<file path="src/rtl/sr_latch_without_enable.sv">
// ---------------------------------------------------------------------------
// sr_latch_without_enable
//   Clocked model of a cross-coupled NOR SR latch with no enable input.
//   S sets, R resets, S=R=0 holds, S=R=1 drives Q=Q_not=0 and flags
//   'forbidden'. Leaving the forbidden state through 00 resolves to the
//   cleared state (Q=0, Q_not=1) so the model never oscillates.
//
//   SYNC_STAGES (0..3) optional synchronizer flops on S and R for inputs
//   coming from asynchronous sources; 0 samples S/R directly at the edge.
//   RESET_Q is the value Q takes on reset (Q_not takes its complement).
//
//   Optional feature macro: FORBIDDEN_COUNT_EN
//     Adds fcount[7:0] (saturating count of entries into forbidden) and
//     fsticky (set on any forbidden entry, cleared only by rst).
//
//   All outputs come straight from flops; rst is synchronous, active-high.
// ---------------------------------------------------------------------------
module sr_latch_without_enable #(
    parameter int   SYNC_STAGES = 0,
    parameter logic RESET_Q     = 1'b0
) (
    input  logic       clk,
    input  logic       rst,
    input  logic       S,
    input  logic       R,
`ifdef FORBIDDEN_COUNT_EN
    output logic [7:0] fcount,
    output logic       fsticky,
`endif
    output logic       Q,
    output logic       Q_not,
    output logic       forbidden
);

    // Latch inputs as seen by the state logic (after any synchronizer).
    logic s_i;
    logic r_i;

    generate
        if (SYNC_STAGES == 0) begin : g_no_sync
            assign s_i = S;
            assign r_i = R;
        end else begin : g_sync
            logic [SYNC_STAGES-1:0] s_sync_d;
            logic [SYNC_STAGES-1:0] s_sync_q;
            logic [SYNC_STAGES-1:0] r_sync_d;
            logic [SYNC_STAGES-1:0] r_sync_q;

            // Shift S and R one stage deeper into their synchronizer chains.
            always_comb begin
                s_sync_d    = s_sync_q << 1;
                s_sync_d[0] = S;
                r_sync_d    = r_sync_q << 1;
                r_sync_d[0] = R;
            end

            // Synchronizer flops; cleared on reset so no stale request
            // survives a reset.
            // NOTE: sequential state uses non-blocking assignments so every
            // flop samples the pre-edge value of its neighbour; blocking
            // assignments here would collapse the chain into a single stage.
            always_ff @(posedge clk) begin
                if (rst) begin
                    s_sync_q <= '0;
                    r_sync_q <= '0;
                end else begin
                    s_sync_q <= s_sync_d;
                    r_sync_q <= r_sync_d;
                end
            end

            assign s_i = s_sync_q[SYNC_STAGES-1];
            assign r_i = r_sync_q[SYNC_STAGES-1];
        end
    endgenerate

    logic q_d;
    logic q_q;
    logic q_not_d;
    logic q_not_q;
    logic forbidden_d;
    logic forbidden_q;

    // Next latch state from the decoded {s_i, r_i} request.
    // NOTE: every output of this block is given a default first (hold), so
    // no path leaves a signal unassigned and no latch is inferred.
    always_comb begin
        q_d         = q_q;
        q_not_d     = q_not_q;
        forbidden_d = forbidden_q;
        case ({s_i, r_i})
            2'b10: begin
                q_d         = 1'b1;
                q_not_d     = 1'b0;
                forbidden_d = 1'b0;
            end
            2'b01: begin
                q_d         = 1'b0;
                q_not_d     = 1'b1;
                forbidden_d = 1'b0;
            end
            2'b11: begin
                q_d         = 1'b0;
                q_not_d     = 1'b0;
                forbidden_d = 1'b1;
            end
            default: begin
                // 00, or X/Z on either input: hold, except that the
                // forbidden state resolves deterministically to cleared.
                if (forbidden_q) begin
                    q_d         = 1'b0;
                    q_not_d     = 1'b1;
                    forbidden_d = 1'b0;
                end
            end
        endcase
    end

    // Latch state register; reset wins over any S/R request on that edge.
    always_ff @(posedge clk) begin
        if (rst) begin
            q_q         <= RESET_Q;
            q_not_q     <= ~RESET_Q;
            forbidden_q <= 1'b0;
        end else begin
            q_q         <= q_d;
            q_not_q     <= q_not_d;
            forbidden_q <= forbidden_d;
        end
    end

    assign Q         = q_q;
    assign Q_not     = q_not_q;
    assign forbidden = forbidden_q;

`ifdef FORBIDDEN_COUNT_EN
    logic [7:0] fcount_d;
    logic [7:0] fcount_q;
    logic       fsticky_d;
    logic       fsticky_q;
    logic       forbidden_entry;

    // Count and remember entries into the forbidden state (0->1 edges).
    always_comb begin
        forbidden_entry = forbidden_d & ~forbidden_q;
        fcount_d        = fcount_q;
        fsticky_d       = fsticky_q;
        if (forbidden_entry) begin
            fsticky_d = 1'b1;
            if (fcount_q != 8'hFF) begin
                fcount_d = fcount_q + 8'd1;
            end
        end
    end

    // Forbidden-entry statistics registers; cleared only by reset.
    always_ff @(posedge clk) begin
        if (rst) begin
            fcount_q  <= 8'd0;
            fsticky_q <= 1'b0;
        end else begin
            fcount_q  <= fcount_d;
            fsticky_q <= fsticky_d;
        end
    end

    assign fcount  = fcount_q;
    assign fsticky = fsticky_q;
`endif

endmodule

</file>
<file path="config.mk">
export PLATFORM = sky130hd
export DESIGN_NAME = sr_latch_without_enable
export DESIGN_NICKNAME = d
export VERILOG_FILES = /design/src/rtl/sr_latch_without_enable.sv
export SDC_FILE = /design/constraint.sdc
export NUM_CORES = 1
export LEC_CHECK = 0
export ABC_AREA = 1
export CORE_AREA = 2 2 39 41
export CTS_CLUSTER_DIAMETER = 80
export CTS_CLUSTER_SIZE = 8
export DETAILED_ROUTE_END_ITERATION = 6
export DIE_AREA = 0 0 41 43
export SETUP_SLACK_MARGIN = 0.5
export SLEW_MARGIN = 10
export SYNTH_ARGS = -nofsm -noshare
export SYNTH_HDL_FRONTEND = slang
export SYNTH_SLANG_ARGS = --single-unit
</file>
<file path="constraint.sdc">
create_clock -name clk -period 0.8 [get_ports clk]
set_input_delay 0.12 -clock clk [delete_from_list [all_inputs] [get_ports clk]]
set_output_delay 0.12 -clock clk [all_outputs]
set_load 0.02 [all_outputs]
</file>
=== After elaboration in Yosys (flattened, before gate mapping) ===
Cells that the tools add are included.

* Register bits after elaboration: 3
* Bits of input ports: 4
* Output and inout port bits: 3
* Logic and storage cells: 15

* Equality and inequality tests: 3
* Mux-type cells: 5
* Reduce and logical (&&, ||, !) cells: 4

{| class="wikitable"
|+ Operators by type and width
! kind !! number
|-
| nonzero test 3 bit || 2
|-
| == test 2 bit (second input constant) || 2
|-
| one-hot mux 1 bit (2 select lines) || 2
|-
| OR reduction 2 bit || 2
|-
| 2-to-1 mux 1 bit || 3
|-
| == test 2 x 1 -> 1 bit (second input constant) || 1
|}

=== Longest topological paths before layout ===
* Depth in word-level cells: 3
* Gate-level depth with buffers: 3
* Depth with buffers taken out: 3

=== Least setup slack after synthesis ===
No wires, ideal clock.

* Path type: register to register
* Start point: reg forbidden_q (netlist: forbidden)
* End point: reg q_q (netlist: Q)
* Library setup time: 0.117 ns
* Arrival time: 0.591 ns
* Required time: 0.683 ns
* Path slack: 0.092 ns
* Stages on the path, launching flop included: 4
* Buffers on the path: 0
* Clock period less this slack: 0.708 ns
* Path through: dfxtp_1 > inv_1 > nand2_1 > a21oi_1

* Cells in the longest elaborated chain, start to end: 1

{| class="wikitable"
|+ RTL lines
! item !! RTL line !! text
|-
| from (decl) || 82 || <nowiki>logic forbidden_q;</nowiki>
|-
| from (signal assigned) || 128 || <nowiki>forbidden_q <= forbidden_d;</nowiki>
|-
| nonzero test 3 bit (no source line) || - ||
|-
| to (signal assigned) || 126 || <nowiki>q_q <= q_d;</nowiki>
|-
| to (decl) || 78 || <nowiki>logic q_q;</nowiki>
|}

No other way between the ends.
A chain may end at the register's enable or synchronous reset.

=== Worst setup path in the final report ===
* Start point: reg forbidden_q (netlist: forbidden)
* End point: out forbidden

{| class="wikitable"
|+ RTL lines
! item !! RTL line !! text
|-
| to (decl) || 32 || <nowiki>output logic forbidden</nowiki>
|}

No word-level cell between the ends.

==> flow_summary_export.csv <==
group,metric,value,unit
cells_and_area,synthToLayoutAreaGrowth,148,%
floorplanning,placementRows,14,
routing,firstDrtPassIters,1,
setup_path,crit_end,"forbidden",
yosys,yosys-top-cells-count,"inv_1 (4), dfxtp_1 (3), nor2_1 (3)",
power_and_ir_drop,leakage,0.121,nW
setup_path,critical_path_arrival,0.69,ns
cells_and_area,diodes,0,
global_routing,grt_max_degree,5,
timing,fin_skew,0.000400,ns
setup_path,end_kind,"output port",
timing,worst_slack,-0.00944,ns
floorplanning,dieArea,0.00176,mm2
setup_path,path_delay_family,"flip-flops",
setup_path,cp_max_fo,2,
setup_path,r2r-end,"Q_not",
setup_path,path_class,"reg2out",
routing,drtAntennaViolNets,0,
global_routing,grt.met2_usage,0.0344,
yosys,synth_ff_type,"dfxtp_1",
placed_design,hpwl,191,um
setup_path,worstRegToRegCells,3,
setup_path,cp-start-kind,"flip-flop",
timing,fmax,1240,MHz
yosys,yosysUniqueCellTypes,6,
clocking,cts.clk_slew.worst_paths,0.03,ns
yosys,synthTopCellsByArea,"dfxtp_1 (55%), inv_1 (14%), nor2_1 (10%)",
setup_path,critPathBufInv,1,
cells_and_area,design_area,270,um2
yosys,ys_seq_elements,3,
routing,wl_per_cell,5.00,um
yosys,netlist_instances,15,
global_routing,grt_busiest_layer,"met4",
power_and_ir_drop,irDropWorstVdd,0.277,mV
yosys,synth_fp_nets,19,
timing,period_share,1.01,
global_routing,met1_usage,0.0224,
yosys,async_flop_share,0,
setup_path,crit_path_cell_trace,"buf_6",
yosys,syn_avg_cell_area,7.26,um2
job,max_cap_viol_count,0,
global_routing,gr-total-overflow,0,
power_and_ir_drop,power.density,1850,mW/mm2
global_routing,grt.total_usage,0.0301,
clocking,clk_latency,0.23,ns
floorplanning,core-area,0.00138,mm2
global_routing,grt_pass1_wl,282,um
clocking,cts-root-buf,"clkbuf_4",
clocking,cts-hold-fix-buffers,0,
timing,fin_crit,0.809,ns
yosys,yosysWarnings,0,
floorplanning,initial_core_util,0.0787,
yosys,synth_edf_count,0,
cells_and_area,drive_gt1_frac,0.704,
clocking,cts_max_path_buffers,2,
clocking,h-tree-depth,1,
setup_path,cp-startpoint,"forbidden",
routing,via_per_inst,2.86,
timing,rsz0062_at_grt,"true",
routing,via_count,123,
yosys,netlist.area_leader.share,0.552,
timing,worst-slew-pin-transition,0.113,ns
global_routing,grt_pass1_vias,96,
min_path,min_path_type,"in2reg",
routing,drt-initial-drc-count,0,
cells_and_area,multiInputGateArea,47.5,um2
setup_path,cp.required,0.68,ns
clocking,cts_made_buffers,3,
cells_and_area,fill_cells,167,
setup_path,timing.rr.start,"forbidden",
timing,setup_viol,3,
setup_path,critPathSlowestCell,"dfxtp_4",
placed_design,pre_cts_ws,-0.229,ns
yosys,ys_seq_area_frac,0.552,
run_status,violations,"setup timing",
run_status,outcome,"finished, violations left",
yosys,synth_largest_area_cell,"dfxtp_1",
placed_design,numPortBuffers,6,
routing,post-route-drc-count,0,
routing,wirelength,215,um
floorplanning,die_h,43,um
clocking,cts_tree,"done",
placed_design,postPlaceCellArea,233,um2
power_and_ir_drop,finalPower,0.000500,W
timing,drv_slew,0,
global_routing,grt_antenna_before_repair,0,
placed_design,place_congestion,0.480,
floorplanning,ios,7,
timing,max_slew_margin,0.925,
cells_and_area,nets,32,
clocking,clock_sinks,3,
global_routing,grt_util_met3,0,
setup_path,r2r_slack,0.10,ns
cells_and_area,seqCellArea,71.3,um2
timing,hold_viol_final,0,
yosys,synth_most_common_cell,"inv_1",
yosys,syn-cell-area,109,um2
floorplanning,die_w,41,um
min_path,hold_path.startpoint,"rst",
setup_path,slowest_delay,0.34,ns
setup_path,worst-path-stages,1,
-- timing repair --
item	in CTS	in global routing
buffers inserted	0	0
endpoints found under the setup margin	6	6
resized for setup	32	3
pin swaps	1	2
-- cell families (layout without fill, tap and decap cells) --
group | count (synthesis) | in the layout | synth area share
buf+inv | 4 | 16 | 0.138
flops | 3 | 3 | 0.552
compound gates | 2 | 2 | 0.0920
simple gates | 6 | 6 | 0.218
-- how the worst min path moves through the flow --
stage	to	slack, ns	cells after the start
floorplan	forbidden	0.18	1
global placement	Q	0.47	2
detailed placement	Q	0.47	2
CTS	forbidden	0.1	2
global route	forbidden	0.11	2
finish	forbidden	0.10	2
-- cell type report --
type | instances | share of cell area
repair buffers | 8 | 0.287
flip-flops and latches | 3 | 0.264
multi-input cells | 8 | 0.176
inverters | 4 | 0.102
clock buffers | 4 | 0.0972
well taps | 16 | 0.0741
-- registers in the layout, summed over array words and instances, names as in the netlist --
register and flops:
Q 1, Q_not 1, forbidden 1
-- through the flow --
stage / setup TNS, ns / instances / hold slack (ns) / utilization
global placement: -1.20 / 39 / 0.471 / 0.168
global route: -0.0663 / 43 / 0.108 / 0.195
CTS: -0.0439 / 43 / 0.0991 / 0.186
floorplan: 0 / 15 / 0.182 / -
detailed placement: -1.22 / 39 / 0.469 / 0.168
finish: -0.0146 / 43 / 0.105 / 0.195
-- routing by layer --
metal	vias to the layer above	wire length (um)
li1	69	-
met1	44	74
met2	8	93
met3	2	32
met4	0	14
met5	-	0
-- where the power goes --
part           internal, W  switching (W)  leakage, nW  total [W]
Combinational    0.0000429      0.0000378       0.0796  0.0000808
Sequential        0.000155     0.00000553       0.0264   0.000160
Clock             0.000186      0.0000721       0.0150   0.000259
-- layout by cell type, fill, tap and decap left out --
cell      n
a21oi_1   2
buf_2     2
buf_6     6
clkbuf_1  1
clkbuf_4  3
dfxtp_4   3
inv_1     1
inv_12    1
inv_2     2
nand2_1   2
nor2_1    2
nor2_2    1
nor3_4    1
No activity file was read; power rests on OpenSTA's default activity.
